### config.mk
export PLATFORM = sky130hd
export DESIGN_NAME = style_frame_scheduler_flat
export DESIGN_NICKNAME = d
export VERILOG_FILES = /design/src/rtl/style_frame_scheduler_if.sv /design/src/rtl/style_frame_scheduler.sv /design/src/flat_wrapper.sv
export SDC_FILE = /design/constraint.sdc
export NUM_CORES = 1
export LEC_CHECK = 0
export CAP_MARGIN = 20
export CORE_MARGIN = 1
export CORE_UTILIZATION = 25
export CTS_BUF_LIST = sky130_fd_sc_hd__clkbuf_8
export DETAILED_ROUTE_END_ITERATION = 10
export PLACE_DENSITY_LB_ADDON = 0.25
export SLEW_MARGIN = 20
export SYNTH_ARGS = -nofsm -noshare
export SYNTH_HDL_FRONTEND = slang
export SYNTH_SLANG_ARGS = --single-unit
### constraint.sdc
create_clock -name iCLK -period 1.8 [get_ports iCLK]
set_input_delay 0.36 -clock iCLK [delete_from_list [all_inputs] [get_ports iCLK]]
set_output_delay 0.36 -clock iCLK [all_outputs]
set_load 0.01 [all_outputs]
### src/rtl/style_frame_scheduler_if.sv
// Style scheduler bus: key/frame/line inputs from the sync and key logic,
// committed style code, pending flag, mask and frame count to the style mux.
interface style_frame_scheduler_if;
    logic       iKey_next;
    logic       iKey_prev;
    logic       iAuto_en;
    logic       iFrame_start;
    logic       iLine_start;
    logic [2:0] oCtrl;
    logic       oPending;
    logic       oMask;
    logic [7:0] oFrame_cnt;

    modport master (
        output iKey_next, iKey_prev, iAuto_en, iFrame_start, iLine_start,
        input  oCtrl, oPending, oMask, oFrame_cnt
    );

    modport slave (
        input  iKey_next, iKey_prev, iAuto_en, iFrame_start, iLine_start,
        output oCtrl, oPending, oMask, oFrame_cnt
    );
endinterface

### src/rtl/style_frame_scheduler.sv
// Frame-synchronous style selector for the per-pixel style mux.
// Keys move a pending request; the request is committed only on a frame
// start so a frame never shows mixed styles. After committing the edge
// style, the output is masked until the 3x3 line buffers have refilled.
// Optional auto-cycle is built only when STYLE_SCHED_AUTO_EN is defined;
// otherwise iAuto_en is ignored and no auto counter exists.
//
// state  | meaning
// S_RUN  | normal output, oMask low
// S_WARM | edge style just committed, oMask high until WARMUP_LINES lines seen
module style_frame_scheduler #(
    parameter int NUM_STYLES   = 4,
    parameter int AUTO_FRAMES  = 60,
    parameter int WARMUP_LINES = 2,
    parameter int EDGE_CODE    = 2
) (
    input  logic iCLK,
    input  logic iRST,
    style_frame_scheduler_if.slave bus
);
    localparam logic [2:0] LAST_CODE = 3'(NUM_STYLES - 1);
    localparam logic [2:0] EDGE      = 3'(EDGE_CODE);
    localparam int         LINE_W    = $clog2(WARMUP_LINES + 1);
    localparam logic [LINE_W-1:0] LINE_LOAD = LINE_W'(WARMUP_LINES);
    localparam logic [LINE_W-1:0] LINE_ONE  = LINE_W'(1);

    typedef enum logic {S_RUN, S_WARM} state_t;

    state_t            state;
    logic [2:0]        req;
    logic [2:0]        ctrl;
    logic              pending;
    logic              mask;
    logic [7:0]        frame_cnt;
    logic [LINE_W-1:0] line_cnt;

    logic       key_any;
    logic [2:0] req_keyed;
    logic       manual_commit;
    logic       auto_fire;
    logic       commit;
    logic [2:0] new_code;

    function automatic logic [2:0] inc_code(input logic [2:0] c);
        return (c == LAST_CODE) ? 3'd0 : c + 3'd1;
    endfunction

    function automatic logic [2:0] dec_code(input logic [2:0] c);
        return (c == 3'd0) ? LAST_CODE : c - 3'd1;
    endfunction

    assign key_any = bus.iKey_next | bus.iKey_prev;

    // Key decode and commit decision; the commit always uses the request
    // as it stood before any key arriving in the same cycle.
    always_comb begin
        req_keyed = req;
        if (bus.iKey_next && !bus.iKey_prev) begin
            req_keyed = inc_code(req);
        end else if (bus.iKey_prev && !bus.iKey_next) begin
            req_keyed = dec_code(req);
        end
        manual_commit = bus.iFrame_start && (req != ctrl);
        commit        = manual_commit || auto_fire;
        new_code      = manual_commit ? req : inc_code(ctrl);
    end

`ifdef STYLE_SCHED_AUTO_EN
    localparam int AUTO_W = $clog2(AUTO_FRAMES);
    localparam logic [AUTO_W-1:0] AUTO_LAST = AUTO_W'(AUTO_FRAMES - 1);
    localparam logic [AUTO_W-1:0] AUTO_ONE  = AUTO_W'(1);

    logic [AUTO_W-1:0] auto_cnt;

    // A key in the firing frame wins: the manual choice restarts the dwell.
    assign auto_fire = bus.iAuto_en && bus.iFrame_start && !manual_commit
                       && !key_any && (auto_cnt == AUTO_LAST);

    // Dwell counter: frames since the last commit or key while auto is on.
    always_ff @(posedge iCLK) begin
        if (iRST) begin
            auto_cnt <= '0;
        end else if (!bus.iAuto_en || key_any || commit) begin
            auto_cnt <= '0;
        end else if (bus.iFrame_start) begin
            auto_cnt <= auto_cnt + AUTO_ONE;
        end
    end
`else
    logic auto_unused;
    assign auto_unused = bus.iAuto_en;
    assign auto_fire   = 1'b0;
`endif

    // Request, committed code, pending flag and frame counter.
    always_ff @(posedge iCLK) begin
        if (iRST) begin
            req       <= 3'd0;
            ctrl      <= 3'd0;
            pending   <= 1'b0;
            frame_cnt <= 8'd0;
        end else begin
            req     <= auto_fire ? inc_code(ctrl) : req_keyed;
            pending <= (req != ctrl);
            if (commit) begin
                ctrl <= new_code;
            end
            if (bus.iFrame_start) begin
                if (commit) begin
                    frame_cnt <= 8'd0;
                end else if (frame_cnt != 8'hFF) begin
                    frame_cnt <= frame_cnt + 8'd1;
                end
            end
        end
    end

    // Warmup FSM: mask rises with the edge-style commit, falls after the lines refill.
    always_ff @(posedge iCLK) begin
        if (iRST) begin
            state    <= S_RUN;
            mask     <= 1'b0;
            line_cnt <= '0;
        end else if (commit) begin
            if (new_code == EDGE) begin
                state    <= S_WARM;
                mask     <= 1'b1;
                line_cnt <= LINE_LOAD;
            end else begin
                state <= S_RUN;
                mask  <= 1'b0;
            end
        end else begin
            case (state)
                S_RUN: begin
                    mask <= 1'b0;
                end
                S_WARM: begin
                    if (bus.iLine_start) begin
                        if (line_cnt <= LINE_ONE) begin
                            state    <= S_RUN;
                            mask     <= 1'b0;
                            line_cnt <= '0;
                        end else begin
                            line_cnt <= line_cnt - LINE_ONE;
                        end
                    end
                end
                default: begin
                    state <= S_RUN;
                    mask  <= 1'b0;
                end
            endcase
        end
    end

    assign bus.oCtrl      = ctrl;
    assign bus.oPending   = pending;
    assign bus.oMask      = mask;
    assign bus.oFrame_cnt = frame_cnt;
endmodule

### src/flat_wrapper.sv
// flat-port wrapper written by rule: the top's interface ports become plain ports
module style_frame_scheduler_flat 
#(
    parameter int NUM_STYLES   = 4,
    parameter int AUTO_FRAMES  = 60,
    parameter int WARMUP_LINES = 2,
    parameter int EDGE_CODE    = 2
)
  (iCLK, iRST, bus_iKey_next, bus_iKey_prev, bus_iAuto_en, bus_iFrame_start, bus_iLine_start, bus_oCtrl, bus_oPending, bus_oMask, bus_oFrame_cnt);
  style_frame_scheduler_if bus_i ();
  input  logic iCLK;
  input  logic iRST;
  input wire logic [$bits(bus_i.iKey_next)-1:0] bus_iKey_next;
  input wire logic [$bits(bus_i.iKey_prev)-1:0] bus_iKey_prev;
  input wire logic [$bits(bus_i.iAuto_en)-1:0] bus_iAuto_en;
  input wire logic [$bits(bus_i.iFrame_start)-1:0] bus_iFrame_start;
  input wire logic [$bits(bus_i.iLine_start)-1:0] bus_iLine_start;
  output wire logic [$bits(bus_i.oCtrl)-1:0] bus_oCtrl;
  output wire logic [$bits(bus_i.oPending)-1:0] bus_oPending;
  output wire logic [$bits(bus_i.oMask)-1:0] bus_oMask;
  output wire logic [$bits(bus_i.oFrame_cnt)-1:0] bus_oFrame_cnt;
  assign bus_i.iKey_next = bus_iKey_next;
  assign bus_i.iKey_prev = bus_iKey_prev;
  assign bus_i.iAuto_en = bus_iAuto_en;
  assign bus_i.iFrame_start = bus_iFrame_start;
  assign bus_i.iLine_start = bus_iLine_start;
  assign bus_oCtrl = bus_i.oCtrl;
  assign bus_oPending = bus_i.oPending;
  assign bus_oMask = bus_i.oMask;
  assign bus_oFrame_cnt = bus_i.oFrame_cnt;
  style_frame_scheduler #(.NUM_STYLES(NUM_STYLES), .AUTO_FRAMES(AUTO_FRAMES), .WARMUP_LINES(WARMUP_LINES), .EDGE_CODE(EDGE_CODE)) u_core (.iCLK(iCLK), .iRST(iRST), .bus(bus_i));
endmodule
; Yosys cells after proc, flatten, opt, wreduce, memory -nomap -nowiden
; Cells that the tools add are included.
[word_totals]
out_inout_bits = 13
regBits = 19
wordCells = 57
[classes]
reduce_logical = 13
addsub = 5
muxes = 22
n_lt_le_gt_ge = 1
n_eq_ne = 8
n_bitwise = 1
[ops]
columns = operator, count
row1 = 3-bit 2-to-1 mux, 6
row2 = 8-bit 2-to-1 mux, 2
row3 = 2-bit 2-to-1 mux, 5
row4 = 3-bit by 2-bit == test with 1-bit output (second input constant), 3
row5 = 8-bit by 1-bit adder with 8-bit output (second input constant), 1
row6 = 1-bit 2-to-1 mux, 8
row7 = 8-bit != test (second input constant), 1
row8 = 2-bit nonzero test, 4
row9 = 3-bit by 1-bit adder with 3-bit output (second input constant), 2
row10 = 3-bit != test (second input constant), 2
row11 = 2-bit AND reduction, 2
row12 = 1-bit logical AND, 3
row13 = 3-bit zero test, 1
row14 = 3-bit != test, 1
row15 = 3-bit AND reduction, 1
row16 = 3-bit by 1-bit subtractor with 3-bit output (second input constant), 1
row17 = 2-bit by 1-bit <= comparator with 1-bit output (second input constant), 1
row18 = 1-bit zero test, 2
row19 = 2-bit != test (second input constant), 1
row20 = 1-bit one-hot mux with 2 select lines, 1
row21 = 2-bit by 1-bit subtractor with 2-bit output (second input constant), 1
row22 = 1-bit inverter, 1

; Longest topological paths before layout
[logic_depth]
ltp_word = 6
depth_mapped = 7

; Least setup slack after synthesis
; No wires, ideal clock.
[synth_timing]
path_kind = register to register
from = reg u_core.frame_cnt[0] (netlist: u_core.bus.oFrame_cnt[0])
to = reg u_core.frame_cnt[0] (netlist: u_core.bus.oFrame_cnt[0])
path_slack_ps = 152
setup_time_ps = 120
arrival_ps = 1529
period_less_slack_ps = 1648
required_time_ps = 1680
path_stages_with_launch = 8
cell_sequence = dfxtp_1 -> ha_1 -> nand2_1 -> or2_2 -> clkbuf_1 -> o21ai_0 -> xor2_1 -> nor2_1
[synth_between]
elab_chain_cells = 3
word_cells_on_any_way = 6
classes_between = 1 x add/sub / 1 x eq/ne / 2 x mux / 2 x reduce/logical
[synth_rtl]
columns = element, line
row1 = from (decl), style_frame_scheduler.sv:34  ; logic [7:0] frame_cnt;
row2 = from (signal assigned), style_frame_scheduler.sv:112  ; frame_cnt <= frame_cnt + 8'd1;
row3 = 8-bit by 1-bit adder with 8-bit output or 8-bit != test (tied branches), "style_frame_scheduler.sv:112, style_frame_scheduler.sv:111"
row4 = 8-bit 2-to-1 mux or 2-bit nonzero test (tied branches), -
row5 = 8-bit 2-to-1 mux or 2-bit AND reduction (tied branches), -
; Several ways; a longest one is shown, not always the timed one. The select of a mux whose other input is x is not followed.
; A chain may end at the register's enable or synchronous reset.

; Worst setup path after layout
[layout_timing]
from = reg u_core.frame_cnt[0] (netlist: u_core.bus.oFrame_cnt[0])
to = out bus_oFrame_cnt[0]
[layout_lines]
columns = element, line
row1 = to (decl), flat_wrapper.sv:21  ; output wire logic [$bits(bus_i.oFrame_cnt)-1:0] bus_oFrame_cnt;
; No word-level cell between the ends.

==> impl_metrics.json <==
{
  "status": "finished clean",
  "path_class": "flip-flop to primary output",
  "synth_ff_type": "dfxtp_1",
  "critical_path_required_ns": 1.44,
  "routedWlPerCell_um": 11.0,
  "grt_overflow_total": 0,
  "rrSetupSlack_ns": 0.18,
  "place_congestion": 0.731,
  "worst_pin_slew_ns": 0.276,
  "period_share_pct": 89.8,
  "vdd_drop_max_mv": 0.408,
  "reg2reg_depth": 7,
  "antenna_left": 0,
  "synth_cell_types": 32,
  "syn_area_per_cell_um2": 8.44,
  "tns_ns": 0,
  "core_area_um2": 3470,
  "row_count": 21,
  "cts_hold_buf": 0,
  "cp_max_fo": 4,
  "post_cts_resized": 0,
  "cap_violations": 0,
  "cts_root_buf": "clkbuf_8",
  "antenna_found_initial": 0,
  "fin_skew_ns": 0.00598,
  "die_y_um": 63.2,
  "synth.cell_area_um2": 937,
  "finalHoldViolCount": 0,
  "r2r_end": "u_core.bus.oFrame_cnt[0]",
  "cts-htree-levels": 1,
  "layout_min_cycle_time_ns": 1.62,
  "portBuffers": 18,
  "cpPeakStageDelay_ns": 0.53,
  "hold_depth": 2,
  "synth-seq-cells": 19,
  "p_leak_nw": 0.464,
  "nets": 151,
  "grt.total_usage_pct": 11.4,
  "crit_arrival_ns": 1.26,
  "slowest_stage": "clkdlybuf4s50_1",
  "yosys_warnings": 0,
  "syn_inst": 111,
  "syn_nets": 123,
  "die_w_um": 63.2,
  "worstHoldEndpoint": "u_core.bus.oMask",
  "async_reset_ff_share_pct": 0,
  "hpwl_um": 1570,
  "r2r-start": "u_core.bus.oFrame_cnt[0]",
  "clock_sinks": 19,
  "initial_utilization_pct": 27.0,
  "path_clk_slew_ns": 0.07,
  "hold_path_startpoint": "u_core.bus.oMask",
  "grt_pass1_wl_um": 3540,
  "hold_path.class": "flip-flop to flip-flop",
  "wl_um": 2020,
  "cp-start-kind": "flip-flop",
  "antenna_cells": 0,
  "ios": 20,
  "max_freq_ghz": 0.619,
  "grt_max_degree": 13,
  "finish.utilization_pct": 36.5,
  "drt-initial-drc-count": 85,
  "synth-edff-count": 0,
  "cts.path.max_buffers": 2,
  "areaGrowthSynthToFinish_pct": 35.2,
  "drive_above_1_share_pct": 9.42,
  "hold_slack_ns": 0.479,
  "crit_chain": "buf_4 -> clkdlybuf4s50_1",
  "cts_setup_buffers": 0,
  "slew_viol_final": 0,
  "yosysSeqAreaShare_pct": 40.6,
  "rsz0062_at_grt": "false",
  "first_global_vias": 828,
  "fin_cells": 184,
  "setup_viol": 0,
  "die_area_um2": 4000,
  "drc": 0,
  "dpl.cell_count": 180,
  "clock_latency_ns": 0.26,
  "drt_pass1_iterations": 4,
  "vias_per_cell": 4.74,
  "cts-buffers-inserted": 3,
  "p_per_area_nw_per_um2": 768,
  "slew_headroom_pct": 81.5,
  "end_kind": "primary output",
  "route.vias.total": 873,
  "cts_tree": "done"
}
## worst max-delay path: cells and delay by family (launching register included)
kind / cells / cell delay [ns]
buffers and inverters: 2 / 0.67
DFF: 1 / 0.34
## how the worst max path moves through the flow
stage,from,slack (ns),end
after floorplan,u_core.bus.oFrame_cnt[0],0.15,u_core.bus.oFrame_cnt[0]
after global placement,bus_iFrame_start,-0.02,u_core.line_cnt[0]
after detailed placement,bus_iKey_prev,-0.04,u_core.req[2]
after CTS,u_core.bus.oFrame_cnt[0],0.17,bus_oFrame_cnt[0]
after global routing,u_core.req[2],0.06,u_core.line_cnt[0]
final,u_core.bus.oFrame_cnt[0],0.18,bus_oFrame_cnt[0]
## cells in the final DEF, fill, tap and decap left out
cell type	count
a211oi_1	1
a21oi_1	10
a311o_1	1
a311oi_1	1
a31o_1	1
a31oi_1	1
a41oi_1	1
buf_4	8
clkbuf_8	3
clkdlybuf4s50_1	18
dfxtp_1	19
ha_1	5
inv_1	7
mux2i_1	3
nand2_1	6
nand2b_1	1
nand3_1	7
nand4_1	1
nor2_1	13
nor2b_1	1
nor3_1	6
nor4b_1	1
o211ai_1	1
o21ai_0	8
o21bai_1	1
or2_2	1
or2b_1	1
or3_1	1
or3b_1	1
or4_4	1
xnor2_1	3
xor2_1	5
## area by class of cell
type	count	area (µm²)
inverter	6	22.5
tap	46	57.6
clock buffer	3	41.3
timing repair buffer	26	240
multi-input combinational	83	522
sequential	19	380
fill	384	2200
clock inverter	1	3.75
## routing by layer
layer | track usage, % | up-vias | wire [µm]
li1 | - | 443 | -
met1 | 12.3 | 411 | 881
met2 | 19.9 | 17 | 1030
met3 | 3.80 | 2 | 86
met4 | 5.11 | 0 | 24
met5 | 0 | - | 0
## cell families (layout without fill, tap and decap cells)
group,count (synthesis),in the layout,share of synthesized area (%)
and+or+nand+nor,41,41,21.8
AOI/OAI and AO/OA,26,26,16.6
DFF,19,19,40.6
buffers and inverters,9,36,3.74
xor gates and xnor gates,8,8,7.48
adders and majority gates,5,5,6.68
muxes,3,3,3.20
## registers in the layout (all words and copies together), names as in the netlist
signal,count
u_core.req,3
u_core.state,1
u_core.bus.oMask,1
u_core.bus.oPending,1
u_core.bus.oFrame_cnt,8
u_core.bus.oCtrl,3
u_core.line_cnt,2
## synthesized netlist by cell type (all sizes together) (2+ instances only)
master / instances / area, µm²
nand2: 6 / 22.5
nor2: 13 / 48.8
a21oi: 10 / 50.1
ha: 5 / 62.6
o21ai: 8 / 40.0
xnor2: 3 / 26.3
buf: 2 / 8.75
mux2i: 3 / 30.0
xor2: 5 / 43.8
nor3: 6 / 30.0
inv: 6 / 22.5
dfxtp: 19 / 380
nand3: 7 / 35.0
## per-stage QoR
stage                     worst slack, ns  instance area (µm²)  total power, mW
final                               0.184                 1270            0.974
after global routing               0.0623                 1270             1.03
after CTS                           0.171                 1270            0.993
after detailed placement          -0.0400                 1220            0.696
after global placement            -0.0189                 1220            0.687
after floorplan                     0.152                  937            0.600
## where the power goes
group	switching (mW)	leakage (nW)	total, mW	internal [mW]
Sequential	0.0186	0.155	0.464	0.445
Combinational	0.113	0.283	0.220	0.107
Clock	0.138	0.0269	0.290	0.152
Note: power is estimated with default switching activity, not from simulation.
